$ cat src/rtl/shift_arbiter_pkg.sv
// Shared definitions for the shift arbiter: shift opcodes, FSM states,
// default datapath width and the round-robin grant helper.
package shift_arbiter_pkg;

    localparam int DATA_WIDTH_DEFAULT = 32;
    localparam int SHAMT_WIDTH        = 5;

    localparam logic [1:0] SHIFT_L  = 2'b00;
    localparam logic [1:0] SHIFT_Z  = 2'b01;
    localparam logic [1:0] SHIFT_LR = 2'b10;
    localparam logic [1:0] SHIFT_AR = 2'b11;

    typedef enum logic [1:0] {
        IDLE = 2'b00,
        EXEC = 2'b01,
        RESP = 2'b10
    } state_e;

    // Port 1 wins when it is the only requester, or on contention when
    // port 0 was the one served last. Otherwise port 0 is selected.
    function automatic logic pick_port(input logic v0, input logic v1, input logic last_grant);
        return v1 & (~v0 | ~last_grant);
    endfunction

endpackage

$ cat src/rtl/shift_arbiter_shifter.sv
// Combinational barrel shifter shared by both requesters of the arbiter.
module shifter
    import shift_arbiter_pkg::*;
#(
    parameter int DATA_WIDTH = DATA_WIDTH_DEFAULT
) (
    input  logic [DATA_WIDTH-1:0]  a,
    input  logic [SHAMT_WIDTH-1:0] shamt,
    input  logic [1:0]             op,
    output logic [DATA_WIDTH-1:0]  result
);

    // Select the shift flavour; opcode 01 deliberately yields zero.
    always_comb begin
        result = '0;
        case (op)
            SHIFT_L:  result = a << shamt;
            SHIFT_LR: result = a >> shamt;
            SHIFT_AR: result = DATA_WIDTH'($signed(a) >>> shamt);
            SHIFT_Z:  result = '0;
            default:  result = '0;
        endcase
    end

endmodule

$ cat src/rtl/shift_arbiter.sv
// Two-port round-robin front end for the shared shifter. Each accepted
// request is captured, shifted in one cycle and held on its owner's
// response channel until consumed.
module shift_arbiter
    import shift_arbiter_pkg::*;
#(
    parameter int DATA_WIDTH = DATA_WIDTH_DEFAULT
) (
    input  logic                  clk,
    input  logic                  rst,

    input  logic                  req0_valid,
    output logic                  req0_ready,
    input  logic [DATA_WIDTH-1:0] req0_A,
    input  logic [DATA_WIDTH-1:0] req0_B,
    input  logic [1:0]            req0_op,
    output logic                  resp0_valid,
    input  logic                  resp0_ready,
    output logic [DATA_WIDTH-1:0] resp0_result,

    input  logic                  req1_valid,
    output logic                  req1_ready,
    input  logic [DATA_WIDTH-1:0] req1_A,
    input  logic [DATA_WIDTH-1:0] req1_B,
    input  logic [1:0]            req1_op,
    output logic                  resp1_valid,
    input  logic                  resp1_ready,
    output logic [DATA_WIDTH-1:0] resp1_result,

    output logic                  busy,
    output logic [31:0]           op_count
);

    state_e                 state_q, state_d;
    logic                   last_grant_q, last_grant_d;
    logic                   port_q, port_d;
    logic [DATA_WIDTH-1:0]  a_q, a_d;
    logic [SHAMT_WIDTH-1:0] shamt_q, shamt_d;
    logic [1:0]             op_q, op_d;
    logic                   resp0_valid_q, resp0_valid_d;
    logic                   resp1_valid_q, resp1_valid_d;
    logic [DATA_WIDTH-1:0]  resp0_result_q, resp0_result_d;
    logic [DATA_WIDTH-1:0]  resp1_result_q, resp1_result_d;
    logic                   busy_q, busy_d;
    logic [31:0]            op_count_q, op_count_d;

    logic                   any_valid;
    logic                   grant_port;
    logic [DATA_WIDTH-1:0]  shift_result;
    logic                   unused_b_bits;

    // Only the low five bits of B carry the shift amount.
    assign unused_b_bits = ^{req0_B[DATA_WIDTH-1:SHAMT_WIDTH], req1_B[DATA_WIDTH-1:SHAMT_WIDTH]};

    // Round-robin grant and the combinational ready strobes offered in IDLE.
    always_comb begin
        any_valid  = req0_valid | req1_valid;
        grant_port = pick_port(req0_valid, req1_valid, last_grant_q);
        req0_ready = (state_q == IDLE) && req0_valid && !grant_port;
        req1_ready = (state_q == IDLE) && grant_port;
    end

    shifter #(
        .DATA_WIDTH (DATA_WIDTH)
    ) u_shifter (
        .a      (a_q),
        .shamt  (shamt_q),
        .op     (op_q),
        .result (shift_result)
    );

    // Sequencing: capture on grant, register the shift, hold until consumed.
    always_comb begin
        state_d        = state_q;
        last_grant_d   = last_grant_q;
        port_d         = port_q;
        a_d            = a_q;
        shamt_d        = shamt_q;
        op_d           = op_q;
        resp0_valid_d  = resp0_valid_q;
        resp1_valid_d  = resp1_valid_q;
        resp0_result_d = resp0_result_q;
        resp1_result_d = resp1_result_q;
        op_count_d     = op_count_q;

        case (state_q)
            IDLE: begin
                if (any_valid) begin
                    port_d       = grant_port;
                    last_grant_d = grant_port;
                    a_d          = grant_port ? req1_A : req0_A;
                    shamt_d      = grant_port ? req1_B[SHAMT_WIDTH-1:0] : req0_B[SHAMT_WIDTH-1:0];
                    op_d         = grant_port ? req1_op : req0_op;
                    state_d      = EXEC;
                end
            end
            EXEC: begin
                resp0_valid_d  = !port_q;
                resp1_valid_d  = port_q;
                resp0_result_d = port_q ? '0 : shift_result;
                resp1_result_d = port_q ? shift_result : '0;
                state_d        = RESP;
            end
            RESP: begin
                if (port_q ? resp1_ready : resp0_ready) begin
                    resp0_valid_d  = 1'b0;
                    resp1_valid_d  = 1'b0;
                    resp0_result_d = '0;
                    resp1_result_d = '0;
                    op_count_d     = op_count_q + 32'd1;
                    state_d        = IDLE;
                end
            end
            default: begin
                state_d = IDLE;
            end
        endcase

        busy_d = (state_d != IDLE);
    end

    // All state and registered outputs; reset drops any transaction in flight.
    always_ff @(posedge clk) begin
        if (rst) begin
            state_q        <= IDLE;
            last_grant_q   <= 1'b1;
            port_q         <= 1'b0;
            a_q            <= '0;
            shamt_q        <= '0;
            op_q           <= '0;
            resp0_valid_q  <= 1'b0;
            resp1_valid_q  <= 1'b0;
            resp0_result_q <= '0;
            resp1_result_q <= '0;
            busy_q         <= 1'b0;
            op_count_q     <= '0;
        end else begin
            state_q        <= state_d;
            last_grant_q   <= last_grant_d;
            port_q         <= port_d;
            a_q            <= a_d;
            shamt_q        <= shamt_d;
            op_q           <= op_d;
            resp0_valid_q  <= resp0_valid_d;
            resp1_valid_q  <= resp1_valid_d;
            resp0_result_q <= resp0_result_d;
            resp1_result_q <= resp1_result_d;
            busy_q         <= busy_d;
            op_count_q     <= op_count_d;
        end
    end

    assign resp0_valid  = resp0_valid_q;
    assign resp1_valid  = resp1_valid_q;
    assign resp0_result = resp0_result_q;
    assign resp1_result = resp1_result_q;
    assign busy         = busy_q;
    assign op_count     = op_count_q;

endmodule
$ cat config.mk
export PLATFORM = sky130hd
export DESIGN_NAME = shift_arbiter
export DESIGN_NICKNAME = d
export VERILOG_FILES = /design/src/rtl/shift_arbiter_pkg.sv /design/src/rtl/shift_arbiter_shifter.sv /design/src/rtl/shift_arbiter.sv
export SDC_FILE = /design/constraint.sdc
export NUM_CORES = 1
export LEC_CHECK = 0
export BUFFER_PORTS_ARGS = -buffer_cell sky130_fd_sc_hd__buf_2
export CAP_MARGIN = 20
export CELL_PAD_IN_SITES_DETAIL_PLACEMENT = 0
export CELL_PAD_IN_SITES_GLOBAL_PLACEMENT = 2
export CORE_ASPECT_RATIO = 0.75
export CORE_MARGIN = 2
export CORE_UTILIZATION = 32
export DETAILED_ROUTE_END_ITERATION = 10
export GPL_TIMING_DRIVEN = 0
export PLACE_DENSITY = 0.89
export SETUP_SLACK_MARGIN = 0.1
export SLEW_MARGIN = 20
export SYNTH_ARGS = -nofsm -noshare
export SYNTH_HDL_FRONTEND = slang
export SYNTH_HIERARCHICAL = 1
export SYNTH_SLANG_ARGS = --single-unit
$ cat constraint.sdc
create_clock -name clk -period 2.9 [get_ports clk]
set_input_delay 0.435 -clock clk [delete_from_list [all_inputs] [get_ports clk]]
set_output_delay 0.435 -clock clk [all_outputs]
set_load 0.01 [all_outputs]
## Word-level counts from Yosys, hierarchy flattened

Cells that the tools add are included.

| cells by class | value |
|---|---|
| add/sub/neg operators | 1 |
| shift-type cells | 3 |
| reductions and logical operators | 12 |
| muxes and demuxes | 16 |
| bitwise logic cells | 5 |
| equal/unequal tests | 6 |

Operators with widths:

| kind | count |
|---|---|
| $mux 32 | 4 |
| $pmux 32 s2 | 2 |
| $pmux 32 s4 | 1 |
| $add 32x1->32 const B | 1 |
| $shl 32x5->32 | 1 |
| $shr 32x5->32 | 1 |
| $sshr 32x5->32 | 1 |
| $eq 2x2->1 const B | 3 |
| $mux 2 | 3 |
| $pmux 2 s3 | 1 |
| $reduce_and 2->1 | 3 |
| $mux 5 | 1 |
| $eq 2x1->1 const B | 2 |
| $logic_not 2->1 | 2 |
| $pmux 1 s2 | 2 |
| $reduce_bool 2->1 | 2 |
| $logic_and 1x1->1 | 3 |
| $logic_not 1->1 | 2 |
| $mux 1 | 2 |
| $ne 2x2->1 const B | 1 |
| $not 1->1 | 2 |
| $or 1x1->1 | 2 |
| $and 1x1->1 | 1 |

| storage, ports and cells | value |
|---|---|
| bits in registers | 142 |

## Depth between registers and ports, before layout

Gate-level depths: netlist (run 1).

| depth | value |
|---|---|
| word-level depth | 5 |
| gate-level depth with buffers | 11 |

## Cells and area by module

The synthesis (run 1) kept the hierarchy.

Modules (own cells, without submodules):

| module | area an instance (µm²) | cells an instance | sequential area each (µm²) | times used |
|---|---|---|---|---|
| shift_arbiter | 5676.7 | 609 | 2842.7 | 1 |
| shifter | 4221.5 | 513 | 0.0 | 1 |

## Worst setup path after synthesis (run 1)

No wires, ideal clock.

| timing | value |
|---|---|
| path type | register to register |
| start point | register shamt_q[1] |
| end point | register resp0_result_q[23], in the netlist resp0_result[23] |
| path buffers | 1 |
| stages on the path, launching flop included | 9 |
| period minus slack after synthesis | 2.219 ns |
| setup slack | 0.681 ns |
| data arrival time | 2.091 ns |
| required time | 2.772 ns |
| cell sequence | dfxtp_1 > buf_4 > mux2_2 > or2_2 > a31o_2 > o41ai_1 > o21ai_0 > a22oi_1 > nor2_1 |

| between the ends | value |
|---|---|
| word-level cells in the longest chain between the ends | 4 |
| elaborated cells on any way between the ends | 6 |
| classes of those cells | shift: 3; mux: 3 |

RTL lines:

| item | line | source |
|---|---|---|
| from (decl) | shift_arbiter.sv:38 | `logic [SHAMT_WIDTH-1:0] shamt_q, shamt_d;` |
| from (signal assigned) | shift_arbiter.sv:142 | `shamt_q <= shamt_d;` |
| $sshr 32x5->32, or another cell as far along | shift_arbiter_shifter.sv:19 | `SHIFT_AR: result = DATA_WIDTH'($signed(a) >>> shamt);` |
| $pmux 32 s4 (*) | shift_arbiter_shifter.sv:16 | `case (op)` |
| named net shift_result[23] | shift_arbiter.sv:49 | `logic [DATA_WIDTH-1:0] shift_result;` |
| $mux 32 (*) | shift_arbiter.sv:100 | `resp0_result_d = port_q ? '0 : shift_result;` |
| $pmux 32 s2 (*) | shift_arbiter.sv:86 | `case (state_q)` |
| to (signal assigned) | shift_arbiter.sv:146 | `resp0_result_q <= resp0_result_d;` |
| to (decl) | shift_arbiter.sv:42 | `logic [DATA_WIDTH-1:0] resp0_result_q, resp0_result_d;` |

The timed path passes the listed nets; every way through them passes the cells marked *.
A chain may end at the register's enable or synchronous reset.

## Worst setup path after layout (run 1)

| timing | value |
|---|---|
| start point | register op_q[0] |
| end point | register resp0_result_q[26], in the netlist resp0_result[26] |

| between the ends | value |
|---|---|
| word-level cells in the longest chain between the ends | 4 |
| elaborated cells on any way between the ends | 7 |
| classes of those cells | eq/ne: 3; mux: 3; reduce/logical: 1 |

RTL lines:

| item | line | source |
|---|---|---|
| from (decl) | shift_arbiter.sv:39 | `logic [1:0] op_q, op_d;` |
| from (signal assigned) | shift_arbiter.sv:143 | `op_q <= op_d;` |
| $eq 2x1->1, or another cell as far along | shift_arbiter_shifter.sv:16 |  |
| $pmux 32 s4 (*) | shift_arbiter_shifter.sv:16 |  |
| named net shift_result[26] | shift_arbiter.sv:49 |  |
| $mux 32 (*) | shift_arbiter.sv:100 |  |
| $pmux 32 s2 (*) | shift_arbiter.sv:86 |  |

Marks and branches as above.

==> run summary, run 1 <==
The repair_antennas step left the layout with diodes totalling 0. In this run the worst path has a maximum fanout of 10. In the global route stage, overall resource usage came out at 0.257. The layout overhead on the synthesized area is 22.5%. The worst-case headroom to the max-slew limit is 0.436.

The worst register-to-register path begins at op_q[0]$_SDFFE_PP0P_. The startpoint identified for the worst hold timing path is req0_A[5]. The global-route wire length before repair is roughly 63,000 um. The worst setup path is captured at a flip-flop.

Synthesis handed over a netlist of roughly 1,100 instances. Among all stages on the critical path, the largest delay is contributed by nor2_2. The final setup slack of the worst path came out at approximately 0.11 ns. Buffers inserted during clock tree synthesis total 17. The vertical die dimension came out at 156 um. The critical path starts at op_q[0]$_SDFFE_PP0P_. The remaining global-route overflow came out at 0.

The highest achievable clock rate is about 360 MHz. The arrival time at the worst endpoint came out at ~3.2 ns. The cell area that synthesis handed to floorplanning was about 0.01 mm2. The number of iterations in the first detailed-routing pass came out at 6. Setup repair after global routing could not meet its margin everywhere.

The flow ran to the end, and the final reports show no timing, DRC or antenna violations. The count of port buffers added during placement came out at 184. The share of layout cells above drive strength 1 came out at 0.293. The total area inside the core boundary comes to approximately 0.030 mm2.

The number of fill cells in the layout came out at ~3,100. The remaining antenna violation count after routing is 0. The total power is about 7.2 mW.

The number of global-route vias before repair came out at about 10,000. The clock-pin slew of the registers on the worst-case setup and hold paths is ~0.070 ns. At the end of routability-driven placement, the weighted congestion stood at slightly below 1. In the final routed layout, each cell accounts on average for about 24 um. The number of levels the H-tree was split into is 4. The max-cap violation count is 0. The vias per cell is just over 6.

The synthesized design contains 0 enable-type register cells. The largest single stage delay on the critical path is between 0.6 and 0.7 ns. For this configuration, the core starts out at a cell density of 0.327. The post-synthesis net count is about 1,300. The setup violation total in the final timing report came out at 0. The clock tree from TritonCTS is yes. The number of synthesis warnings came out at 6. The horizontal die dimension came out at 207 um.

The prevailing post-synth register cell is dfxtp_1. Entering global routing, the biggest net connects 17 pins. The reported leakage power came out at about 4.7 nW. The area of the multi-input gates came out at between 0.006 and 0.007 mm2. The slew at the pin closest to its max-slew limit is between 0.8 and 0.9 ns. The area taken by flip-flops and latches came out at between 0.002 and 0.003 mm2. The number of sinks driven by the clock tree came out at 142. Prior to clock tree synthesis, the placed netlist has a worst setup slack of -0.568 ns. The type of origin of the critical path is a flip-flop.

The proportion of synthesized chip area in sequential cells came out at 0.287. The post-synthesis async set-or-reset flop share is 0. The hold violation count in the final report came out at 0.

The cell sitting at the root of the clock tree is a clkbuf_16. The power density of the placed cells is between 500 and 600 mW/mm2. The post-route clock period utilization came out at 0.963.

The number of distinct standard cells referenced by the synthesized netlist is roughly 80. For this block, the routed nets add up to roughly 42,000 um of wire. STA puts the critical path data required time at about 3.3 ns.

The die area is 0.0324 mm2. The final-stage net count is between 1,000 and 1,500. Across the routed clock network, the largest skew measured is about 0.012 ns.

The clock insertion delay at the later pin of the skew report came out at 0.44 ns. The detailed router's first-iteration violation count is ~1,300. Walking the worst path, the cells encountered are clkbuf_1 > nor2_2 > nand2_1 > a211oi_1 > nor3_2 > o22ai_1 > a22oi_1 > nor2_1. The initial antenna violation count came out at 0. The cell taking the most area after synthesis is dfxtp_1.

The final count of pins violating max slew came out at 0. The path category of the worst min-delay check is in2reg. The total DRC errors in the routed layout came out at 0. The area share of the leading cell type in the synthesized netlist is 0.287. By area the synthesized netlist is led by dfxtp_1 29%, mux4_2 12%, mux2i_1 10%. The worst voltage drop across the vdd grid is 347 uV. The total via count in the routed design came out at roughly 11,000. The number of synthesized register bits is between 100 and 150. Counting along the longest clock path gives a buffer depth of 2. Detailed placement finished with a half-perimeter wire length of ~33,000 um. about 240 I/O pins were placed. The number of hold buffers added after cts is 0. The critical path is of the reg2reg type. Each instance of the synthesized netlist takes up on average 8.82 um2. The routed design could run at a clock period as short as 2.79 ns.

Row generation in the floorplan step produced 55 rows.
==> cell usage in the layout, fill, tap and decap left out, types with 6 or more instances in the layout <==
cell and count:
clkbuf_16 17, clkinv_2 7, buf_2 204, buf_6 11
a21oi_1 56, mux2i_2 8, buf_4 16, and3_1 7
nor2_1 176, clkbuf_1 59, a211oi_1 41, or3_1 9
and2_1 8, nor2b_1 16, mux2_2 31, o22ai_1 11
o211ai_1 11, or4_1 12, o21ai_0 21, mux4_2 52
nand2_1 58, mux2i_1 93, nand2b_1 7, dfxtp_1 141
o221ai_1 6, nand4_1 14, o31ai_1 13, nand3_1 16
nor3_1 16, a22oi_1 69
==> worst max-delay path, delay by kind of cell (launching register included) <==
family | cells | cell delay (ns)
and+or+nand+nor | 4 | 1.23
AOI/OAI and AO/OA | 3 | 0.84
buffers and inverters | 1 | 0.33
DFF | 1 | 0.31
==> per-layer routing <==
| layer | GRT usage | part of all wire |
|---|---|---|
| met1 | 0.375 | 0.45 |
| met2 | 0.370 | 0.42 |
| met3 | 0.0604 | 0.10 |
| met4 | 0.0823 | 0.027 |
| met5 | 0 | 0 |
==> per-stage QoR <==
step	cell area, um2	hold WS [ns]	TNS, ns	utilization	std cells
finish	12100	0.330	0	0.400	1742
global route	12100	0.345	0	0.400	1742
CTS	12000	0.314	0	0.397	1740
detailed placement	11300	0.455	-4.01	0.374	1705
global placement	11300	0.446	-6.02	0.374	1705
floorplan	9900	0.436	0	-	1122
==> repair_timing <==
item / 4_1_cts / 5_1_grt
gates resized for setup: 36 / 28
buffers inserted: 3 / 2
endpoints found under the setup margin: 54 / 50
pin swaps: 2 / 4
==> cell usage after synthesis (all sizes together) (5+ instances only) <==
cell type,n
nor2,180
dfxtp,142
mux2i,102
a22oi,69
clkbuf,64
a21oi,58
nand2,58
mux4,54
buf,49
a211oi,43
mux2,32
o21ai,27
nor3,18
nand3,17
nor2b,17
nand4,16
o31ai,13
or4,12
o211ai,11
o22ai,11
or3,9
and2,8
and3,7
inv,7
nand2b,7
o221ai,6
a221oi,5
a31oi,5
and4,5
==> power breakdown <==
| group | switching (mW) | internal, mW |
|---|---|---|
| sequential | 0.168 | 2.07 |
| clock | 0.937 | 1.23 |
| combinational | 1.74 | 1.06 |
| total | 2.84 | 4.35 |
==> final timing paths <==
| kind | endpoint | slack [ns] | cells past startpoint |
|---|---|---|---|
| min | a_q[5]$_SDFFE_PP0P_ | 0.33 | 3 |
| max reg2reg | resp0_result[26]$_SDFFE_PP0P_ | 0.11 | 8 |
| min reg2reg | last_grant_q$_SDFFE_PP1P_ | 0.47 | 1 |
| max | resp0_result[26]$_SDFFE_PP0P_ | 0.11 | 8 |
==> layout make-up <==
class / count / share of cell area
Buffer: 113 / 0.0503
Clock buffer: 19 / 0.0374
Clock inverter: 13 / 0.00929
Inverter: 8 / 0.00258
Multi-Input combinational cell: 859 / 0.545
Sequential cell: 142 / 0.235
Tap cell: 399 / 0.0412
Timing Repair Buffer: 189 / 0.0801
==> sequential cells by signal, summed over array words and instances (netlist names), 2 cells and up <==
signal	flops
a_q	32
op_count	32
op_q	2
resp0_result	32
resp1_result	32
shamt_q	5
state_q	2
==> kinds of logic after synthesis <==
| kind of cell | Yosys count | share of synthesized area |
|---|---|---|
| adder cells (fa/ha/maj) | 1 | 0.00126 |
| XOR/XNOR | 7 | 0.00619 |
| buffers and inverters | 121 | 0.0579 |
| flip-flops | 142 | 0.287 |
| multiplexers | 188 | 0.264 |
| AO/OA/AOI/OAI | 296 | 0.210 |
| AND/OR/NAND/NOR | 367 | 0.173 |
Note: power is estimated with default switching activity, not from simulation.
==> run 2: changes to the inputs <==
- CELL_PAD_IN_SITES_DETAIL_PLACEMENT: 0 -> 1
==> run summary, run 2 (synthesized netlist as in run 1, its figures left out) <==
The remaining antenna violation count after routing came out at 0 (unchanged). The slew at the pin closest to its max-slew limit came out at 0.879 ns (+0.0338 ns). The worst hold slack after final layout is 0.336 ns (+0.00611 ns). The post-layout utilization of the core was 0.404 (+0.00409). The total via count in the routed design is 10,800 (+1.8%). The antenna cell count is 0 (unchanged). The setup violation total in the final timing report is 0 (unchanged). The capturing point of the worst reg2reg path is resp0_result[19]$_SDFFE_PP0P_. The worst setup path is captured at a flip-flop. The area taken by flip-flops and latches is 0.00284 mm2 (about the same). The number of fill cells in the layout came out at 3,598 (+17%). Setup repair after global routing could not meet its margin everywhere.

The number of iterations in the first detailed-routing pass is 5 (-1). The time the worst path needs with I/O delays and setup was 2.77 ns (-0.0224 ns). The starting density of the core is 0.327 (unchanged).

The tree is rooted in a clkbuf_16. The max-cap violation count is 0 (unchanged). The count of pins on the block boundary is 239 (unchanged). The remaining global-route overflow came out at 0 (unchanged).

The number of hold buffers added after cts came to 0 (unchanged). The mean routed wirelength per cell came out at 25.8 um (+6.7%). Among all stages on the critical path, the largest delay is contributed by clkbuf_2. The largest net degree at the start of global routing came out at 17 (unchanged). The maximum buffer depth of the clock tree came out at 2 (unchanged). The post-route clock period utilization is 0.956 (-0.00773). The total power came out at 7.44 mW (+3.4%).

The area of the multi-input gates is 0.00667 mm2 (+1.1%). The worst voltage drop across the vdd grid is 335 uV (-3.6%). The critical setup path kind is reg2reg. The arrival time at the worst endpoint is 3.14 ns (-0.02 ns). The number of buffers created by CTS was 17 (unchanged).

The vias per cell is 6.18 (+1.8%). The row count came out at 55 (unchanged). The layout overhead on the synthesized area is 23.7%. The buffer and inverter count on the worst path is 5 (+4). The detailed router's first-iteration violation count came to 1,008 (-23%).

The total DRC errors in the routed layout is 0 (unchanged). The cell that appears most often on the critical path is buf_2. The number of global-route vias before repair is 10,400 (+6.3%). The global-route wire length before repair was 67,300 um (+6.5%). The worst setup path is launched from a flip-flop. The highest achievable clock rate is 361 MHz (+0.81%). The count of cells along the worst hold path came out at 3 (unchanged). The worst clock skew on the final layout is 0.0140 ns (+0.00231 ns). For hold timing, the worst endpoint is shamt_q[4]$_SDFFE_PP0P_. The horizontal die dimension is 207 um (unchanged). The beginning of the worst hold path is req0_B[4].

The final routed wirelength across all metal layers came out at 45,000 um (+6.7%). The highest fanout seen on the critical path was 10 (unchanged). The final cell area excluding filler cells is 0.0122 mm2 (+1.0%). The run finished with clean final reports. The clock insertion delay at the later pin of the skew report was 0.44 ns (about the same). The number of levels the H-tree was split into came to 4 (unchanged). The clock-pin slew of the registers on the worst-case setup and hold paths came out at 0.07 ns (about the same).

The share of layout cells above drive strength 1 is 0.302 (+0.00894). The most common library cell in the layout ignoring fill and taps is buf_2. In this design, the largest share of critical-path delay is due to buffers and inverters. The pre-CTS setup slack came out at -0.567 ns (+0.000477 ns).

The final-stage net count was 1,470 (+0.068%). The die area came to 0.0324 mm2 (unchanged). Walking the worst path, the cells encountered are buf_2 > buf_2 > buf_2 > clkbuf_2 > clkbuf_2 > nand3_2 > o211ai_1 > a22oi_1 > nor2_1. The global-route usage over all layers is 0.274 (+0.0174). The HPWL after detailed placement is 34,800 um (+6.7%). The area of the core came out at 0.0303 mm2 (unchanged). The power density of the placed cells is 608 mW/mm2 (+2.3%). The cell area after placement came out at 0.0113 mm2 (unchanged). The hold violation count in the final report came out at 0 (unchanged). The critical path's largest stage delay was 0.39 ns (-0.25 ns).

The number of sinks driven by the clock tree is 142 (unchanged). The worst-case register-to-register setup slack is 0.13 ns (+0.02 ns). The final count of pins violating max slew came out at 0 (unchanged). The count of port buffers added during placement is 184 (unchanged). The critical path depth in cells is 9 (+1). The endpoint required time on the critical path came out at 3.27 ns (about the same).

The weighted congestion at the end of routability-driven global placement is 0.984 (unchanged). The worst hold path belongs to the class in2reg. The worst-case headroom to the max-slew limit is 0.414 (-0.0225).

TritonCTS built the clock tree. The reported leakage power was 4.74 nW (+0.72%). The vertical die dimension came to 156 um (unchanged). The launching point of the worst reg2reg path is shamt_q[3]$_SDFFE_PP0P_. The length in cells of the worst reg-to-reg path is 9 (+1). The initial antenna violation count is 0 (unchanged). The final setup slack of the worst path is 0.129 ns (+0.0224 ns). The top cell types in the final layout, fill and taps aside, are 202 x buf_2, 175 x nor2_1, 142 x dfxtp_1, 91 x mux2i_1, 67 x a22oi_1.
## run 2: cell types whose count changed in the layout (fill, tap and decap cells not counted), moves of 2 or more
cell	before	now
a22oi_2	0	2
clkbuf_1	59	56
clkbuf_8	2	5
clkbuf_2	5	8
clkinv_2	7	3
mux2i_1	93	91
buf_2	204	202
a22oi_1	69	67
clkbuf_4	1	3
## run 2: per-layer routing
layer	share of wire	up-vias	GRT usage
li1	-	4694	-
met1	0.45	5397	0.385
met2	0.43	581	0.400
met3	0.094	94	0.0769
met4	0.031	0	0.0980
met5	0	-	0
## run 2: layout make-up
class                           count  share of cell area
Tap cell                          399              0.0408
Inverter                            8             0.00255
Clock inverter                      8             0.00838
Multi-Input combinational cell    859               0.545
Clock buffer                       23              0.0407
Timing Repair Buffer              190              0.0799
Sequential cell                   142               0.232
Buffer                            113              0.0508
## run 2: worst register-to-register path, stage by stage (launching register included)
cell	delay [ns]
dfxtp_1	0.33
buf_2	0.17
buf_2	0.25
buf_2	0.32
clkbuf_2	0.35
clkbuf_2	0.39
nand3_2	0.26
o211ai_1	0.37
a22oi_1	0.14
nor2_1	0.12
## run 2: how the worst max path moves through the flow
stage	startpoint	to	slack [ns]
after CTS	shamt_q[3]$_SDFFE_PP0P_	resp0_result[3]$_SDFFE_PP0P_	0.09
final	shamt_q[3]$_SDFFE_PP0P_	resp0_result[19]$_SDFFE_PP0P_	0.13
after global placement	shamt_q[3]$_SDFFE_PP0P_	resp0_result[3]$_SDFFE_PP0P_	-0.60
after floorplan	shamt_q[1]$_SDFFE_PP0P_	resp0_result[23]$_SDFFE_PP0P_	0.68
after detailed placement	shamt_q[3]$_SDFFE_PP0P_	resp0_result[3]$_SDFFE_PP0P_	-0.57
after global routing	shamt_q[0]$_SDFFE_PP0P_	resp0_result[2]$_SDFFE_PP0P_	0.06
## run 2: power breakdown
part / internal (mW) / total, mW / switching, mW / leakage [nW]
logic: 1.08 / 2.90 / 1.81 / 3.29
clock network: 1.38 / 2.31 / 0.928 / 0.292
registers: 2.07 / 2.24 / 0.172 / 1.16
## run 2: metrics by stage
step                      TNS, ns  std cells
after floorplan                 0       1122
after global placement      -6.02       1705
after global routing            0       1742
after detailed placement    -5.48       1705
final                           0       1742
after CTS                       0       1740
## run 2: repair_timing
item,in CTS,in global routing
endpoints found under the setup margin,58,56
pin swaps,3,5
resized for setup,38,49
setup buffers,4,2
